===== config.mk =====
export PLATFORM = sky130hd
export DESIGN_NAME = muldiv_unit_flat
export DESIGN_NICKNAME = d
export VERILOG_FILES = /design/src/rtl/muldiv_if.sv /design/src/rtl/muldiv_unit.sv /design/src/flat_wrapper.sv
export SDC_FILE = /design/constraint.sdc
export NUM_CORES = 1
export LEC_CHECK = 0
export ABC_AREA = 1
export CORE_ASPECT_RATIO = 1.25
export CORE_MARGIN = 2
export CORE_UTILIZATION = 52
export CTS_CLUSTER_DIAMETER = 120
export DETAILED_ROUTE_END_ITERATION = 10
export PLACE_DENSITY = 0.72
export SETUP_SLACK_MARGIN = 0.5
export SLEW_MARGIN = 20
export SYNTH_ARGS = -nofsm -noshare
export SYNTH_HDL_FRONTEND = slang
export SYNTH_SLANG_ARGS = --single-unit
export TNS_END_PERCENT = 20

===== constraint.sdc =====
create_clock -name clk -period 6.48 [get_ports clk]
set_clock_uncertainty 0.1 [all_clocks]
set_input_delay 1.944 -clock clk [delete_from_list [all_inputs] [get_ports clk]]
set_output_delay 1.944 -clock clk [all_outputs]
set_load 0.005 [all_outputs]

===== src/rtl/muldiv_if.sv =====
// Handshake and operand bus between the execute stage and the mul/div sequencer.
interface muldiv_if;
  logic        Start;
  logic [2:0]  Op;
  logic [31:0] SrcA;
  logic [31:0] SrcB;
  logic        Flush;
  logic        Busy;
  logic        Done;
  logic [31:0] Result;

  modport master (output Start, Op, SrcA, SrcB, Flush, input Busy, Done, Result);
  modport slave  (input Start, Op, SrcA, SrcB, Flush, output Busy, Done, Result);
endinterface


===== src/rtl/muldiv_unit.sv =====
// Iterative RV32M multiply/divide sequencer: 32 shift-add or restoring-subtract
// iterations on operand magnitudes, sign fix-up and special cases at completion.
module muldiv_unit (
  input logic     clk,
  input logic     reset,
  muldiv_if.slave bus
);
  typedef enum logic [1:0] {S_IDLE, S_CALC, S_DONE} state_t;

  state_t      state_q, state_d;
  logic [4:0]  cnt_q;
  logic [31:0] res_q, res_d;

  // Operation context captured at acceptance
  logic [2:0]  op_q;
  logic        neg_a_q, neg_b_q;
  logic [31:0] m_q;          // multiplicand (mul) or divisor magnitude (div)
  logic        spec_q;
  logic [31:0] spec_val_q;

  // Shared iteration register pair: {acc, multiplier} or {remainder, quotient}
  logic [31:0] hi_q, lo_q, hi_d, lo_d;

  logic        accept, finish;
  logic        sgn_a, sgn_b, spec_d;
  logic [31:0] amag, bmag, spec_val_d;
  logic [32:0] sum_mul;
  logic [32:0] shl_rem;
  logic [33:0] diff;
  logic [63:0] prod;

  function automatic logic [31:0] neg_if32(input logic [31:0] v, input logic n);
    return n ? (~v + 32'd1) : v;
  endfunction

  function automatic logic [63:0] neg_if64(input logic [63:0] v, input logic n);
    return n ? (~v + 64'd1) : v;
  endfunction

  assign accept = (state_q != S_CALC) && bus.Start && !bus.Flush;
  assign finish = (state_q == S_CALC) && (state_d == S_DONE);

  // Operand sign handling and special-case detection at capture
  always_comb begin
    sgn_a = ((bus.Op == 3'b001) || (bus.Op == 3'b010) ||
             (bus.Op == 3'b100) || (bus.Op == 3'b110)) && bus.SrcA[31];
    sgn_b = ((bus.Op == 3'b001) || (bus.Op == 3'b100) || (bus.Op == 3'b110)) && bus.SrcB[31];
    amag  = neg_if32(bus.SrcA, sgn_a);
    bmag  = neg_if32(bus.SrcB, sgn_b);
    spec_d     = 1'b0;
    spec_val_d = 32'd0;
    if (bus.Op[2]) begin
      if (bus.SrcB == 32'd0) begin
        spec_d     = 1'b1;
        spec_val_d = bus.Op[1] ? bus.SrcA : 32'hFFFF_FFFF;
      end else if (!bus.Op[0] && (bus.SrcA == 32'h8000_0000) && (bus.SrcB == 32'hFFFF_FFFF)) begin
        spec_d     = 1'b1;
        spec_val_d = bus.Op[1] ? 32'd0 : 32'h8000_0000;
      end
    end
  end

  // One multiply or divide iteration, plus the final signed result
  always_comb begin
    sum_mul = {1'b0, hi_q} + (lo_q[0] ? {1'b0, m_q} : 33'd0);
    shl_rem = {hi_q, lo_q[31]};
    diff    = {1'b0, shl_rem} - {2'b00, m_q};
    if (!op_q[2]) begin
      hi_d = sum_mul[32:1];
      lo_d = {sum_mul[0], lo_q[31:1]};
    end else if (!diff[33]) begin
      hi_d = diff[31:0];
      lo_d = {lo_q[30:0], 1'b1};
    end else begin
      hi_d = shl_rem[31:0];
      lo_d = {lo_q[30:0], 1'b0};
    end
    prod = neg_if64({hi_d, lo_d}, neg_a_q ^ neg_b_q);
    if (spec_q)           res_d = spec_val_q;
    else if (!op_q[2])    res_d = (op_q == 3'b000) ? prod[31:0] : prod[63:32];
    else if (op_q[1])     res_d = neg_if32(hi_d, neg_a_q);
    else                  res_d = neg_if32(lo_d, neg_a_q ^ neg_b_q);
  end

  // Next-state logic; Flush overrides everything but reset
  always_comb begin
    state_d = state_q;
    if (bus.Flush) begin
      state_d = S_IDLE;
    end else begin
      case (state_q)
        S_IDLE:  if (bus.Start) state_d = S_CALC;
        S_CALC:  if (cnt_q == 5'd31) state_d = S_DONE;
        S_DONE:  state_d = bus.Start ? S_CALC : S_IDLE;
        default: state_d = S_IDLE;
      endcase
    end
  end

  // Control state, iteration counter and result register
  always_ff @(posedge clk) begin
    if (reset) begin
      state_q <= S_IDLE;
      cnt_q   <= 5'd0;
      res_q   <= 32'd0;
    end else begin
      state_q <= state_d;
      if (accept)                  cnt_q <= 5'd0;
      else if (state_q == S_CALC)  cnt_q <= cnt_q + 5'd1;
      if (finish)                  res_q <= res_d;
    end
  end

  // Datapath: capture on accept, iterate while calculating
  always_ff @(posedge clk) begin
    if (accept) begin
      op_q       <= bus.Op;
      neg_a_q    <= sgn_a;
      neg_b_q    <= sgn_b;
      m_q        <= bus.Op[2] ? bmag : amag;
      lo_q       <= bus.Op[2] ? amag : bmag;
      hi_q       <= 32'd0;
      spec_q     <= spec_d;
      spec_val_q <= spec_val_d;
    end else if (state_q == S_CALC) begin
      hi_q <= hi_d;
      lo_q <= lo_d;
    end
  end

  assign bus.Busy   = (state_q == S_CALC);
  assign bus.Done   = (state_q == S_DONE);
  assign bus.Result = res_q;
endmodule


===== src/flat_wrapper.sv =====
// flat-port wrapper written by rule: the top's interface ports become plain ports
module muldiv_unit_flat 
  (clk, reset, bus_Start, bus_Op, bus_SrcA, bus_SrcB, bus_Flush, bus_Busy, bus_Done, bus_Result);
  muldiv_if bus_i ();
  input logic clk;
  input logic reset;
  input wire logic [$bits(bus_i.Start)-1:0] bus_Start;
  input wire logic [$bits(bus_i.Op)-1:0] bus_Op;
  input wire logic [$bits(bus_i.SrcA)-1:0] bus_SrcA;
  input wire logic [$bits(bus_i.SrcB)-1:0] bus_SrcB;
  input wire logic [$bits(bus_i.Flush)-1:0] bus_Flush;
  output wire logic [$bits(bus_i.Busy)-1:0] bus_Busy;
  output wire logic [$bits(bus_i.Done)-1:0] bus_Done;
  output wire logic [$bits(bus_i.Result)-1:0] bus_Result;
  assign bus_i.Start = bus_Start;
  assign bus_i.Op = bus_Op;
  assign bus_i.SrcA = bus_SrcA;
  assign bus_i.SrcB = bus_SrcB;
  assign bus_i.Flush = bus_Flush;
  assign bus_Busy = bus_i.Busy;
  assign bus_Done = bus_i.Done;
  assign bus_Result = bus_i.Result;
  muldiv_unit u_core (.clk(clk), .reset(reset), .bus(bus_i));
endmodule

== After elaboration in Yosys (flattened, before gate mapping) ==
Index checks and enable logic that the tools add are counted.

* Add/subtract/negate cells: 8
* Equal/unequal tests: 11
* Multiplexer cells: 29
* Bitwise logic cells: 6
* Reductions and logical operators: 19

{| class="wikitable"
|+ Operators with widths
! operator !! count
|-
| two-way mux 32 bit || 20
|-
| adder 32 x 1 -> 32 bit, second input constant || 4
|-
| NOT 32 bit || 4
|-
| adder 64 x 1 -> 64 bit, second input constant || 1
|-
| equality test 32 bit, second input constant || 2
|-
| two-way mux 64 bit || 1
|-
| NOT 64 bit || 1
|-
| subtractor 33 x 32 -> 34 bit || 1
|-
| adder 32 x 33 -> 33 bit || 1
|-
| zero test 32 bit || 1
|-
| logical AND 1 bit || 7
|-
| equality test 3 bit, second input constant || 2
|-
| two-way mux 2 bit || 3
|-
| one-hot mux 2 bit (3 select lines) || 1
|-
| adder 5 x 1 -> 5 bit, second input constant || 1
|-
| equality test 5 bit, second input constant || 1
|-
| logical OR 1 bit || 5
|-
| equality test 2 bit, second input constant || 2
|-
| two-way mux 1 bit || 4
|-
| equality test 3 x 1 -> 1 bit, second input constant || 1
|-
| equality test 3 x 2 -> 1 bit, second input constant || 1
|-
| zero test 3 bit || 1
|-
| equality test 2 x 1 -> 1 bit, second input constant || 1
|-
| zero test 1 bit || 2
|-
| other kinds (5) || 5
|}

* Register bits: 173
* Word-level logic and storage cells: 84

== Logic depth before layout (Yosys ltp) ==
* Word-level depth: 9
* Depth in mapped cells: 36

== Least setup slack after synthesis ==
No wires, ideal clock.

* Kind: input to register
* Start point: in bus_Start
* End point: reg u_core.lo_q[10], data pin
* Library setup time: 363 ps
* Arrival time: 4803 ps
* Data required time: 6017 ps
* Path slack: 1214 ps
* Stages: 5
* Path buffers: 2
* Path through: inv_1 nor3_1 clkbuf_1 clkbuf_1 o22ai_1

* Cells in the longest elaborated chain, start to end: 3

{| class="wikitable"
|+ RTL lines
! item !! line !! source
|-
| start: declaration || flat_wrapper.sv:7 || <nowiki>input wire logic [$bits(bus_i.Start)-1:0] bus_Start;</nowiki>
|-
| logical AND 1 bit (2 in series) || muldiv_unit.sv:40 || <nowiki>assign accept = (state_q != S_CALC) && bus.Start && !bus.Flush;</nowiki>
|-
| named net u_core.accept || muldiv_unit.sv:24 || <nowiki>logic accept, finish;</nowiki>
|-
| two-way mux 32 bit || muldiv_unit.sv:116 || <nowiki>if (accept) begin</nowiki>
|-
| end signal: assignment || muldiv_unit.sv:121 || <nowiki>lo_q <= bus.Op[2] ? amag : bmag;</nowiki>
|-
| end signal: assignment || muldiv_unit.sv:127 || <nowiki>lo_q <= lo_d;</nowiki>
|-
| end: declaration || muldiv_unit.sv:22 || <nowiki>logic [31:0] hi_q, lo_q, hi_d, lo_d;</nowiki>
|}

The timed path passes the listed nets, and every way through them passes these cells.
A chain may end at the register's enable or synchronous reset.

== Worst setup path in the final report ==
* Start point: reg u_core.m_q[20]
* End point: reg u_core.res_q[0] (netlist: u_core.bus.Result[0])

* Cells in the longest elaborated chain, start to end: 9
* Elaborated cells on any way between the ends: 18
* Classes of those cells: 4 x add/sub; 11 x mux; 3 x bitwise

{| class="wikitable"
|+ RTL lines
! item !! line !! source
|-
| start: declaration || muldiv_unit.sv:17 || <nowiki>logic [31:0] m_q;</nowiki>
|-
| start signal: assignment || muldiv_unit.sv:120 || <nowiki>m_q <= bus.Op[2] ? bmag : amag;</nowiki>
|-
| subtractor 33 x 32 -> 34 bit * || muldiv_unit.sv:67 || <nowiki>diff = {1'b0, shl_rem} - {2'b00, m_q};</nowiki>
|-
| two-way mux 1 bit or two-way mux 32 bit (tied branches) || muldiv_unit.sv:71 || <nowiki>end else if (!diff[33]) begin</nowiki>
|-
| two-way mux 32 bit || muldiv_unit.sv:68 || <nowiki>if (!op_q[2]) begin</nowiki>
|-
| NOT 64 bit or NOT 32 bit (tied branches) || muldiv_unit.sv:37, muldiv_unit.sv:33 ||
|-
| adder 64 x 1 -> 64 bit or adder 32 x 1 -> 32 bit (tied branches) || muldiv_unit.sv:37, muldiv_unit.sv:33 ||
|-
| two-way mux 64 bit or two-way mux 32 bit (tied branches) || muldiv_unit.sv:37, muldiv_unit.sv:33 ||
|-
| two-way mux 32 bit (on tied branches) || muldiv_unit.sv:80, muldiv_unit.sv:81 ||
|-
| two-way mux 32 bit * || muldiv_unit.sv:80 || <nowiki>else if (!op_q[2]) res_d = (op_q == 3'b000) ? prod[31:0] : prod[63:32];</nowiki>
|-
| two-way mux 32 bit * || muldiv_unit.sv:79 || <nowiki>if (spec_q) res_d = spec_val_q;</nowiki>
|-
| end signal: assignment || muldiv_unit.sv:110 || <nowiki>if (finish) res_q <= res_d;</nowiki>
|-
| end: declaration || muldiv_unit.sv:12 || <nowiki>logic [31:0] res_q, res_d;</nowiki>
|}

Mark *: on every way between the ends. The rest lies on a longest branch, timed or not.

==> impl_metrics.csv <==
group,metric,value,unit
pwr,internal_power,2.48,mW
timing,fin_crit_sh,82.8,%
clock_network,clkLatencyLatePin,0.47,ns
clock_network,cts.sinks,173,
synthesis,yosys_warnings,0,
floorplanning,core-area,0.0362,mm2
worst_setup_path,worst-path-max-fanout,12,
synthesis,synth_edf_count,102,
clock_network,cts_setup_buffers,0,
worst_setup_path,r2r_setup_slack,1.12,ns
floorplanning,die_h,218,um
cells_and_area,fin_cells,3677,
pwr,seqPwrFrac,28.5,%
routing,dr.first_iter.drc_count,2202,
routing,dr.pass1.iters,8,
synthesis,synth_async_sr_flop_share,0,%
clock_network,numCtsBuffers,17,
placement,gp_congestion,1.06,
synthesis,netlist_instances,3153,
synthesis,netlist.top_cell.by_area,"nand2_1",
hold_path,holdPathEnd,"u_core.bus.Result[14]",
routing,route.met2.wl,37.7,mm
synthesis,synthFlopType,"edfxtp_1",
pwr,vdd_drop_max,0.168,mV
worst_setup_path,r2r_start,"u_core.m_q[20]",
hold_path,hp-start,"u_core.bus.Result[14]",
timing,slew_violations,0,
timing,relSlewSlack,27.8,%
routing,via_per_inst,5.80,
clock_network,post_cts_resize_count,0,
synthesis,ys_seq_elements,173,
timing,fmax,0.186,GHz
routing,route.met3.wl,5.29,mm
status,status,"complete, no violations",
synthesis,ys_types,61,
pwr,p_sw,2.31,mW
placement,io_buffers,104,
timing,setup_tns,0,ns
cells_and_area,drive_gt1_share,7.35,%
timing,worstMarginPinSlew,1.08,ns
worst_setup_path,cp_slowest_cell,"a21oi_4",
pwr,power_frac_clock,23.2,%
clock_network,htreeDepth,4,
synthesis,synth.area.top_cells,"nand2_1 18%, edfxtp_1 16%, inv_1 8.3%",
timing,finalCriticalPeriod,5.36,ns
synthesis,syn_area_per_cell,6.03,um2
pwr,netSwitchingFraction,48.2,%
grt,antenna_found_initial,0,
worst_setup_path,crit_type,"flop to flop",
timing,setup-violations-final,0,
timing,layout_setup_ws,1.12,ns
routing,num_vias,21300,
placement,place_ws,0.880,ns
synthesis,synth_seq_area_share,23.6,%
routing,top_layer_used,"met4",
clock_network,clockRootBuffer,"clkbuf_16",
cells_and_area,antenna_cells,0,
grt,grt_pass1_wl,117,mm
timing,rsz0062_at_grt,"false",
synthesis,synth_top_cell_area_share,18.2,%
clock_network,clk_pin_slew,0.08,ns
clock_network,cts_tree,"done",
cells_and_area,final_nets,3328,
placement,dp_cells,3645,
routing,remaining_drc_errors,0,
cells_and_area,areaGrowthSynthToFinish,10.1,%
floorplanning,dieWidth,175,um
worst_setup_path,critical_path_arrival,5.61,ns
worst_setup_path,cp-start-kind,"flop",
grt,grt_max_degree,96,
synthesis,syn_area,0.0190,mm2
hold_path,worstHoldPathCells,2,
worst_setup_path,required,6.72,ns
worst_setup_path,end_kind,"flop",
pwr,power_density,229,mW/mm2
routing,wirelength,78.8,mm
grt,track_usage,41.0,%
floorplanning,initial_utilization,52.5,%
placement,hpwl,63.6,mm
routing,drt-met1-wl,27.8,mm
worst_setup_path,r2r_cells,28,
worst_setup_path,slowest_delay,0.57,ns
routing,wl_per_cell,21.4,um
pwr,combPwrFrac,48.3,%
floorplanning,io_pins,105,
floorplanning,rows,78,
floorplanning,dieArea,0.0381,mm2
run,cap_violations,0,
clock_network,cts_buffer_depth,2,
clock_network,postCtsHoldBufs,0,
hold_path,worst_hold_path_type,"flop to flop",
grt,grt_overflow_total,0,
synthesis,syn_nets,3297,
pwr,leakage,10.1,nW
routing,ant_nets,0,
worst_setup_path,reg2reg_to,"u_core.bus.Result[0]",
grt,grt_pass1_vias,20400,
timing,finalHoldViolCount,0,
metrics by stage:
stage / power [mW] / instance area (um2) / hold slack (ns) / utilization, %
CTS: 4.73 / 20900 / 0.370 / 57.8
floorplan: 2.91 / 19000 / 0.345 / -
global route: 5.04 / 20900 / 0.392 / 57.8
detailed placement: 3.62 / 20300 / 0.356 / 56.0
global placement: 3.59 / 20300 / 0.355 / 56.0
finish: 4.79 / 20900 / 0.369 / 57.8
flip-flops by register name (all words and copies together) (netlist names):
register / cells
u_core.state_q: 2
u_core.m_q: 32
u_core.lo_q: 32
u_core.hi_q: 32
u_core.neg_a_q: 1
u_core.op_q: 3
u_core.spec_val_q: 32
u_core.cnt_q: 5
u_core.neg_b_q: 1
u_core.bus.Result: 32
u_core.spec_q: 1
logic make-up after synthesis:
logic type	count (synthesis)	synth area share, %
xor gates and xnor gates	108	4.98
and+or+nand+nor	1788	41.3
AOI/OAI and AO/OA	445	13.3
DFF	173	23.6
adders and majority gates	73	4.88
muxes	3	0.178
buffers and inverters	563	11.7
cells in the final DEF, fill, tap and decap left out, types with 17 or more instances in the layout:
cell,netlist,routed
inv_2,24,24
o211ai_1,29,29
dfxtp_1,71,71
nand2_1,919,917
o21ai_1,21,21
edfxtp_1,102,102
nand2_2,36,38
nor3_1,33,32
a21oi_1,153,153
xor2_1,90,90
clkbuf_16,0,17
xnor2_1,18,18
clkdlybuf4s50_1,0,103
nand3_1,308,308
nor2_1,336,336
o22ai_1,25,25
nand4_1,39,39
buf_4,2,26
inv_1,418,418
nand3_2,17,17
ha_1,71,71
o21ai_0,167,167
nor2_2,27,27
worst max path at each step:
stage	start	to	slack, ns
after CTS	u_core.m_q[20]	u_core.bus.Result[0]	1.28
final	u_core.m_q[20]	u_core.bus.Result[0]	1.12
after floorplan	bus_Start	u_core.lo_q[10]	1.21
after detailed placement	bus_Op[1]	u_core.lo_q[30]	0.88
after global placement	bus_Op[1]	u_core.lo_q[30]	0.87
after global routing	u_core.m_q[23]	u_core.bus.Result[20]	0.96
worst max-delay path: cells and delay by family, from the launching register on:
kind,cells,cell delay [ns]
and+or+nand+nor,18,2.51
AOI/OAI and AO/OA,5,1.18
adders and majority gates,2,0.60
DFF,1,0.50
xor gates and xnor gates,1,0.21
buffers and inverters,2,0.12
final cells by class:
| class | instances | area (um2) |
|---|---|---|
| clock buffer | 17 | 425 |
| timing repair buffer | 130 | 1230 |
| inverter | 445 | 1670 |
| tap | 480 | 601 |
| multi-input combinational | 2417 | 12300 |
| sequential | 173 | 4480 |
| fill | 3681 | 15300 |
| clock inverter | 15 | 204 |
metal layers:
| layer | track usage, % | up-vias |
|---|---|---|
| li1 | - | 10200 |
| met3 | 5.72 | 308 |
| met5 | 0 | - |
| met2 | 71.0 | 1024 |
| met4 | 36.1 | 0 |
| met1 | 43.8 | 9782 |
power groups by stage:
stage	Clock [mW]	Combinational [mW]	Sequential, mW
after floorplan	0	1.58	1.33
after global placement	0	2.21	1.38
after detailed placement	0	2.24	1.38
after CTS	1.12	2.25	1.36
after global routing	1.15	2.52	1.37
final	1.11	2.31	1.36
Yosys cell counts, types with 12 or more instances:
cell and count:
inv_1 418, nor2_4 14, inv_2 24, edfxtp_1 102, o22ai_1 25, nor3_1 33
nand2_1 919, nor2_2 27, o211ai_1 29, ha_1 71, nand4_1 39, nand2_2 36
buf_2 21, nor2_1 336, nand3_2 17, clkbuf_1 67, buf_1 18, or2_1 12
dfxtp_1 71, a21oi_1 153, o21ai_0 167, xor2_1 90, o21ai_1 21, xnor2_1 18
nand3_1 308, o21ai_2 14
Power figures use the tool's default switching activity.
